<file path="config.mk">
export PLATFORM = sky130hd
export DESIGN_NAME = score_ram_reader
export DESIGN_NICKNAME = d
export VERILOG_FILES = /design/src/rtl/nw_pkg.sv /design/src/rtl/read_pace_counter.sv /design/src/rtl/score_ram_reader.sv
export SDC_FILE = /design/constraint.sdc
export NUM_CORES = 1
export LEC_CHECK = 0
export CAP_MARGIN = 30
export CORE_MARGIN = 3
export CORE_UTILIZATION = 40
export CTS_BUF_LIST = sky130_fd_sc_hd__clkbuf_4 sky130_fd_sc_hd__clkbuf_8
export CTS_CLUSTER_DIAMETER = 80
export DETAILED_ROUTE_END_ITERATION = 10
export HOLD_SLACK_MARGIN = 0.08
export PLACE_DENSITY = 0.78
export SYNTH_ARGS = -nofsm -noshare
export SYNTH_HDL_FRONTEND = slang
export SYNTH_SLANG_ARGS = --single-unit
</file>
<file path="constraint.sdc">
create_clock -name clk -period 2.9 [get_ports clk]
set_input_delay 0.58 -clock clk [delete_from_list [all_inputs] [get_ports clk]]
set_output_delay 0.58 -clock clk [all_outputs]
set_load 0.01 [all_outputs]
</file>
<file path="src/rtl/nw_pkg.sv">
// Shared definitions for the Needleman-Wunsch score datapath:
// traceback direction codes, controller states and the score sentinel.
package nw_pkg;

  localparam logic [1:0] DIR_NONE = 2'b00;
  localparam logic [1:0] DIR_DIAG = 2'b01;
  localparam logic [1:0] DIR_UP   = 2'b10;
  localparam logic [1:0] DIR_LEFT = 2'b11;

  typedef enum logic [2:0] {
    ST_IDLE,
    ST_ISSUE,
    ST_WAIT,
    ST_NEXT,
    ST_DONE
  } state_t;

  // Most negative two's-complement value of a w-bit score; take the low w bits.
  function automatic logic [31:0] SCORE_MIN(input int w);
    logic [31:0] allOnes;
    allOnes = '1;
    return allOnes << (w - 1);
  endfunction

endpackage

</file>
<file path="src/rtl/read_pace_counter.sv">
// Paces a single-port RAM read: counts READ_WAIT enabled cycles after a clear
// and flags the final one with last.
module read_pace_counter #(
  parameter int READ_WAIT = 3
) (
  input  logic clk,
  input  logic rst_n,
  input  logic clear,
  input  logic en,
  output logic last
);

  localparam int CW = (READ_WAIT > 1) ? $clog2(READ_WAIT) : 1;
  localparam logic [CW-1:0] LAST_CNT = CW'(READ_WAIT - 1);

  logic [CW-1:0] r_count;

  always_ff @(posedge clk or negedge rst_n) begin
    if (!rst_n) begin
      r_count <= '0;
    end else if (clear) begin
      r_count <= '0;
    end else if (en && (r_count != LAST_CNT)) begin
      r_count <= r_count + 1'b1;
    end
  end

  assign last = en && (r_count == LAST_CNT);

endmodule

</file>
<file path="src/rtl/score_ram_reader.sv">
// Traceback-side score RAM reader: fetches diag/up/left neighbour scores of a cell.
// Define SCORE_RAM_READER_DIR_EN to also produce the winning traceback direction.
module score_ram_reader
  import nw_pkg::*;
#(
  parameter int N         = 8,
  parameter int SCORE_W   = 8,
  parameter int IDX_W     = $clog2(N + 1),
  parameter int ADDR_W    = $clog2((N + 1) * (N + 1)),
  parameter int READ_WAIT = 3
) (
  input  logic               clk,
  input  logic               rst_n,
  input  logic               start,
  input  logic [IDX_W-1:0]   i,
  input  logic [IDX_W-1:0]   j,
  output logic               ram_rd_en,
  output logic [ADDR_W-1:0]  ram_addr,
  input  logic [SCORE_W-1:0] ram_rd_data,
  output logic               busy,
  output logic               done,
  output logic [SCORE_W-1:0] score_diag,
  output logic [SCORE_W-1:0] score_up,
  output logic [SCORE_W-1:0] score_left,
  output logic [1:0]         dir
);

  localparam logic [31:0]        MIN32    = SCORE_MIN(SCORE_W);
  localparam logic [SCORE_W-1:0] SENTINEL = MIN32[SCORE_W-1:0];
  localparam logic [ADDR_W-1:0]  ROW_LEN  = ADDR_W'(N + 1);

  state_t             r_state, w_nextState;
  logic [IDX_W-1:0]   r_i, r_j;
  logic [1:0]         r_k, w_nextK;
  logic [SCORE_W-1:0] r_diag, r_up, r_left;
  logic [SCORE_W-1:0] w_nDiag, w_nUp, w_nLeft, w_loadVal;
  logic [IDX_W-1:0]   w_row, w_col;
  logic [ADDR_W-1:0]  w_addr;
  logic               w_inRange, w_load, w_advance, w_last, w_finish;

  // Neighbour k: 0 = (i-1, j-1), 1 = (i-1, j), 2 = (i, j-1).
  always_comb begin
    w_inRange = 1'b0;
    w_row     = r_i;
    w_col     = r_j;
    case (r_k)
      2'd0: begin
        w_inRange = (r_i != '0) && (r_j != '0);
        w_row     = r_i - 1'b1;
        w_col     = r_j - 1'b1;
      end
      2'd1: begin
        w_inRange = (r_i != '0);
        w_row     = r_i - 1'b1;
      end
      default: begin
        w_inRange = (r_j != '0);
        w_col     = r_j - 1'b1;
      end
    endcase
  end

  assign w_addr = ADDR_W'(w_row) * ROW_LEN + ADDR_W'(w_col);

  read_pace_counter #(
    .READ_WAIT(READ_WAIT)
  ) u_pace (
    .clk  (clk),
    .rst_n(rst_n),
    .clear(r_state == ST_ISSUE),
    .en   (r_state == ST_WAIT),
    .last (w_last)
  );

  // NEXT never occupies a cycle: a finished or skipped fetch advances k directly.
  always_comb begin
    w_nextState = r_state;
    w_nextK     = r_k;
    w_load      = 1'b0;
    w_loadVal   = ram_rd_data;
    w_advance   = 1'b0;
    w_finish    = 1'b0;
    case (r_state)
      ST_IDLE: begin
        if (start) begin
          w_nextState = ST_ISSUE;
          w_nextK     = 2'd0;
        end
      end
      ST_ISSUE: begin
        if (w_inRange) begin
          w_nextState = ST_WAIT;
        end else begin
          w_load    = 1'b1;
          w_loadVal = SENTINEL;
          w_advance = 1'b1;
        end
      end
      ST_WAIT: begin
        if (w_last) begin
          w_load    = 1'b1;
          w_advance = 1'b1;
        end
      end
      ST_DONE: w_nextState = ST_IDLE;
      default: w_nextState = ST_IDLE;
    endcase
    if (w_advance) begin
      if (r_k != 2'd2) begin
        w_nextK     = r_k + 2'd1;
        w_nextState = ST_ISSUE;
      end else begin
        w_nextState = ST_DONE;
        w_finish    = 1'b1;
      end
    end
  end

  assign w_nDiag = (w_load && (r_k == 2'd0)) ? w_loadVal : r_diag;
  assign w_nUp   = (w_load && (r_k == 2'd1)) ? w_loadVal : r_up;
  assign w_nLeft = (w_load && (r_k == 2'd2)) ? w_loadVal : r_left;

  always_ff @(posedge clk or negedge rst_n) begin
    if (!rst_n) begin
      r_state <= ST_IDLE;
      r_i     <= '0;
      r_j     <= '0;
      r_k     <= '0;
      r_diag  <= '0;
      r_up    <= '0;
      r_left  <= '0;
    end else begin
      r_state <= w_nextState;
      r_k     <= w_nextK;
      r_diag  <= w_nDiag;
      r_up    <= w_nUp;
      r_left  <= w_nLeft;
      if ((r_state == ST_IDLE) && start) begin
        r_i <= i;
        r_j <= j;
      end
    end
  end

`ifdef SCORE_RAM_READER_DIR_EN
  logic [1:0] r_dir, w_dir;
  logic       w_vDiag, w_vUp, w_vLeft;

  // Only in-range neighbours compete; ties resolve diag > up > left.
  always_comb begin
    w_vDiag = (r_i != '0) && (r_j != '0);
    w_vUp   = (r_i != '0);
    w_vLeft = (r_j != '0);
    w_dir   = DIR_NONE;
    if (w_vDiag && (!w_vUp || ($signed(w_nDiag) >= $signed(w_nUp)))
                && (!w_vLeft || ($signed(w_nDiag) >= $signed(w_nLeft)))) begin
      w_dir = DIR_DIAG;
    end else if (w_vUp && (!w_vLeft || ($signed(w_nUp) >= $signed(w_nLeft)))) begin
      w_dir = DIR_UP;
    end else if (w_vLeft) begin
      w_dir = DIR_LEFT;
    end
  end

  always_ff @(posedge clk or negedge rst_n) begin
    if (!rst_n) begin
      r_dir <= DIR_NONE;
    end else if (w_finish) begin
      r_dir <= w_dir;
    end
  end

  assign dir = r_dir;
`else
  assign dir = DIR_NONE;
`endif

  assign busy       = (r_state != ST_IDLE);
  assign done       = (r_state == ST_DONE);
  assign ram_rd_en  = (r_state == ST_ISSUE) && w_inRange;
  assign ram_addr   = (ram_rd_en || (r_state == ST_WAIT)) ? w_addr : '0;
  assign score_diag = r_diag;
  assign score_up   = r_up;
  assign score_left = r_left;

endmodule
</file>
==> metrics.csv <==
stage,metric,value,unit
cts,"Clk Latency, worst-skew pair",0.29,ns
logic_synthesis,number of synthesized register bits,39,
layout,Layout Area Growth over Synthesis,45.5,%
sta,final number of hold-violating endpoints,0,
global_routing,gr usage total,0.172,
layout,antenna cell count,0,
die,Core ar.,0.00527,sq mm
logic_synthesis,number of synthesized flops with an enable pin,0,
layout,sequential cell area,976,sq um
cts,Num CTS Buffers,5,
worst_setup_path,CP required,2.32,ns
logic_synthesis,Commonest cells post-synth,"dfrtp_1 (39), mux2_2 (32), ha_1 (14)",
die,Ports,55,
worst_setup_path,Crit. End Element,primary output,
sta,Final Worst Setup Slack,-0.379,ns
layout,Layout Cells excl Fill,347,
placement,pre-CTS WS,-0.580,ns
sta,Clock Skew,0.00652,ns
logic_synthesis,ys async rst share,1.00,
layout,Fillers,449,
cts,CTS clock-pin slew for the worst setup and hold paths,0.08,ns
logic_synthesis,syn_area_per_cell,11.9,sq um
logic_synthesis,"Primary FF master, synth",dfrtp_1,
placement,port bufs,52,
sta,Slew HR,0.422,
sta,fin crit share,1.13,
global_routing,initial antenna violation count,0,
logic_synthesis,"Seq/Total Area, Yosys",0.432,
status,failing checks,setup timing,
logic_synthesis,gate count after technology mapping,190,
worst_setup_path,"Data arrival, critical path",2.70,ns
logic_synthesis,synth warn,0,
route,Post-DRT Antenna Nets,0,
layout,Nets,310,
sta,RSZ-0062 raised after global routing,true,
sta,Worst Tran Pin Value,0.867,ns
global_routing,first-pass GRT wire length,8.58,mm
logic_synthesis,Synth area leader,dfrtp_1,
job,maxcap violations,0,
die,row count,26,
layout,Multi-input gate area,0.00130,sq mm
die,die width,81.2,microns
placement,Detail Placement HPWL,3.77,mm
min_path,Hold Crit Class,in -> async,
global_routing,largest net degree at the start of global routing,40,
die,Die H,81.2,microns
cts,Max clock buf depth,2,
layout,fin util,0.624,
sta,"Slew Viols, Final",0,
die,die area,0.00659,sq mm
cts,TritonCTS clock tree,yes,
worst_setup_path,worst-path fanout max,3,
sta,fmax,305,MHz
status,status,"finished, violations left",
route,Routed WL,5.09,mm
route,Vias,1710,
route,drt wl/cell,14.7,microns
sta,post-layout minimum cycle time,3.28,ns
logic_synthesis,post-synthesis cell type count,39,
route,via-per-instance ratio,4.93,
cts,clock sink count,39,
sta,hold slack final,0.391,ns
die,starting density of the core,0.429,
worst_setup_path,WS Path Type,reg -> out,
logic_synthesis,Synth top area share,0.432,
worst_setup_path,startpoint types,flop,
logic_synthesis,synth top area cells,"dfrtp_1 (43%), mux2_2 (16%), ha_1 (7.8%), a21boi_0 (3.0%), xnor2_1 (2.7%)",
cts,# H-tree levels,2,
route,drt initial violations,41,
sta,Setup Viol. Count Final,5,
route,DRC Markers,0,
route,Detailed Routing Iterations Pass 1,4,
global_routing,vias in the first global route,1766,
logic_synthesis,Netlist Area Pre-Place,0.00226,sq mm
placement,GPL Wtd Cong,0.779,
layout,layout cells sized above 1,0.415,
cts,Clk Tree Root Cell,clkbuf_8,
placement,Inst Count DP,335,
global_routing,grt total ovfl,0,
logic_synthesis,most frequent cell after synthesis,dfrtp_1,
-- layout make-up --
cell class	count	area share
clock buffer	5	0.0209
sequential	39	0.297
tap	70	0.0266
multi-input combinational	130	0.396
clock inverter	3	0.0141
inverter	13	0.0148
timing repair buffer	87	0.230
-- placed cells by master (no fill, tap or decap), drive strengths merged, types with 7 or more instances in the layout --
cell type	count
a21boi	9
dfrtp	39
ha	14
inv	14
a21oi	7
mux2	32
clkdlybuf4s50	43
nor2	7
xnor2	7
buf	41
-- path summary, 6_finish.rpt --
kind                                   from             to  slack, ns  cells past startpoint
worst max-delay path                 r_i[0]    ram_addr[5]      -0.38                     12
max in group asynchronous             rst_n         r_j[0]       1.96                      1
worst min register to register  score_up[2]    score_up[2]       0.51                      1
worst max register to register       r_i[1]  score_diag[0]       0.52                      7
worst min-delay path                  rst_n  score_diag[6]       0.39                      1
min in group clk                score_up[2]    score_up[2]       0.51                      1
-- layer usage --
layer | global-route usage | up-vias | share of wire
met1 | 0.217 | 819 | 0.44
li1 | - | 843 | -
met2 | 0.286 | 44 | 0.48
met5 | 0 | - | 0
met4 | 0.0304 | 0 | 0.0061
met3 | 0.0610 | 4 | 0.069
-- stage by stage --
step	area, sq um	setup TNS, ns
6_report	3290	-1.50
5_1_grt	3290	-2.39
4_1_cts	3270	-1.68
3_5_place_dp	3090	-2.35
3_3_place_gp	3090	-1.97
2_1_floorplan	2340	-0.140
-- worst max-delay path, cell delays in order, from the launching register on --
cell and delay (ns):
dfrtp_1 0.40, buf_6 0.13, nor4_4 0.28, xnor2_1 0.17, inv_1 0.09, ha_4 0.28
ha_4 0.20, ha_4 0.28, nor2b_4 0.15, o21ai_2 0.06, nor3b_2 0.15, nor3_2 0.08
buf_2 0.15
-- what timing repair did --
item	4_1_cts	5_1_grt
hold endpoints to repair	0	0
setup buffers	4	0
hold buffers	0	0
setup endpoints to repair	8	7
pin swaps	12	0
resized for setup	37	3
cloned	0	0
-- sequential cells by signal, indices dropped and copies added (netlist names), named ones only --
name            count
score_diag          8
r_i                 4
r_j                 4
u_pace.r_count      2
score_left          8
r_k                 1
r_state             3
score_up            8
-- cell families (layout without fill, tap and decap cells) --
family,after synthesis,after routing,synth area share
flip-flops,39,39,0.432
AND/OR/NAND/NOR,38,38,0.112
AO/OA/AOI/OAI,36,36,0.125
multiplexers,32,32,0.159
buffers and inverters,22,108,0.0565
adder cells (fa/ha/maj),15,15,0.0864
XOR/XNOR,7,7,0.0271
other,1,2,0.00166
Power is left out: the tool's default activity adds up to more than one toggle a clock period on the data nets, which glitch-free logic cannot reach.
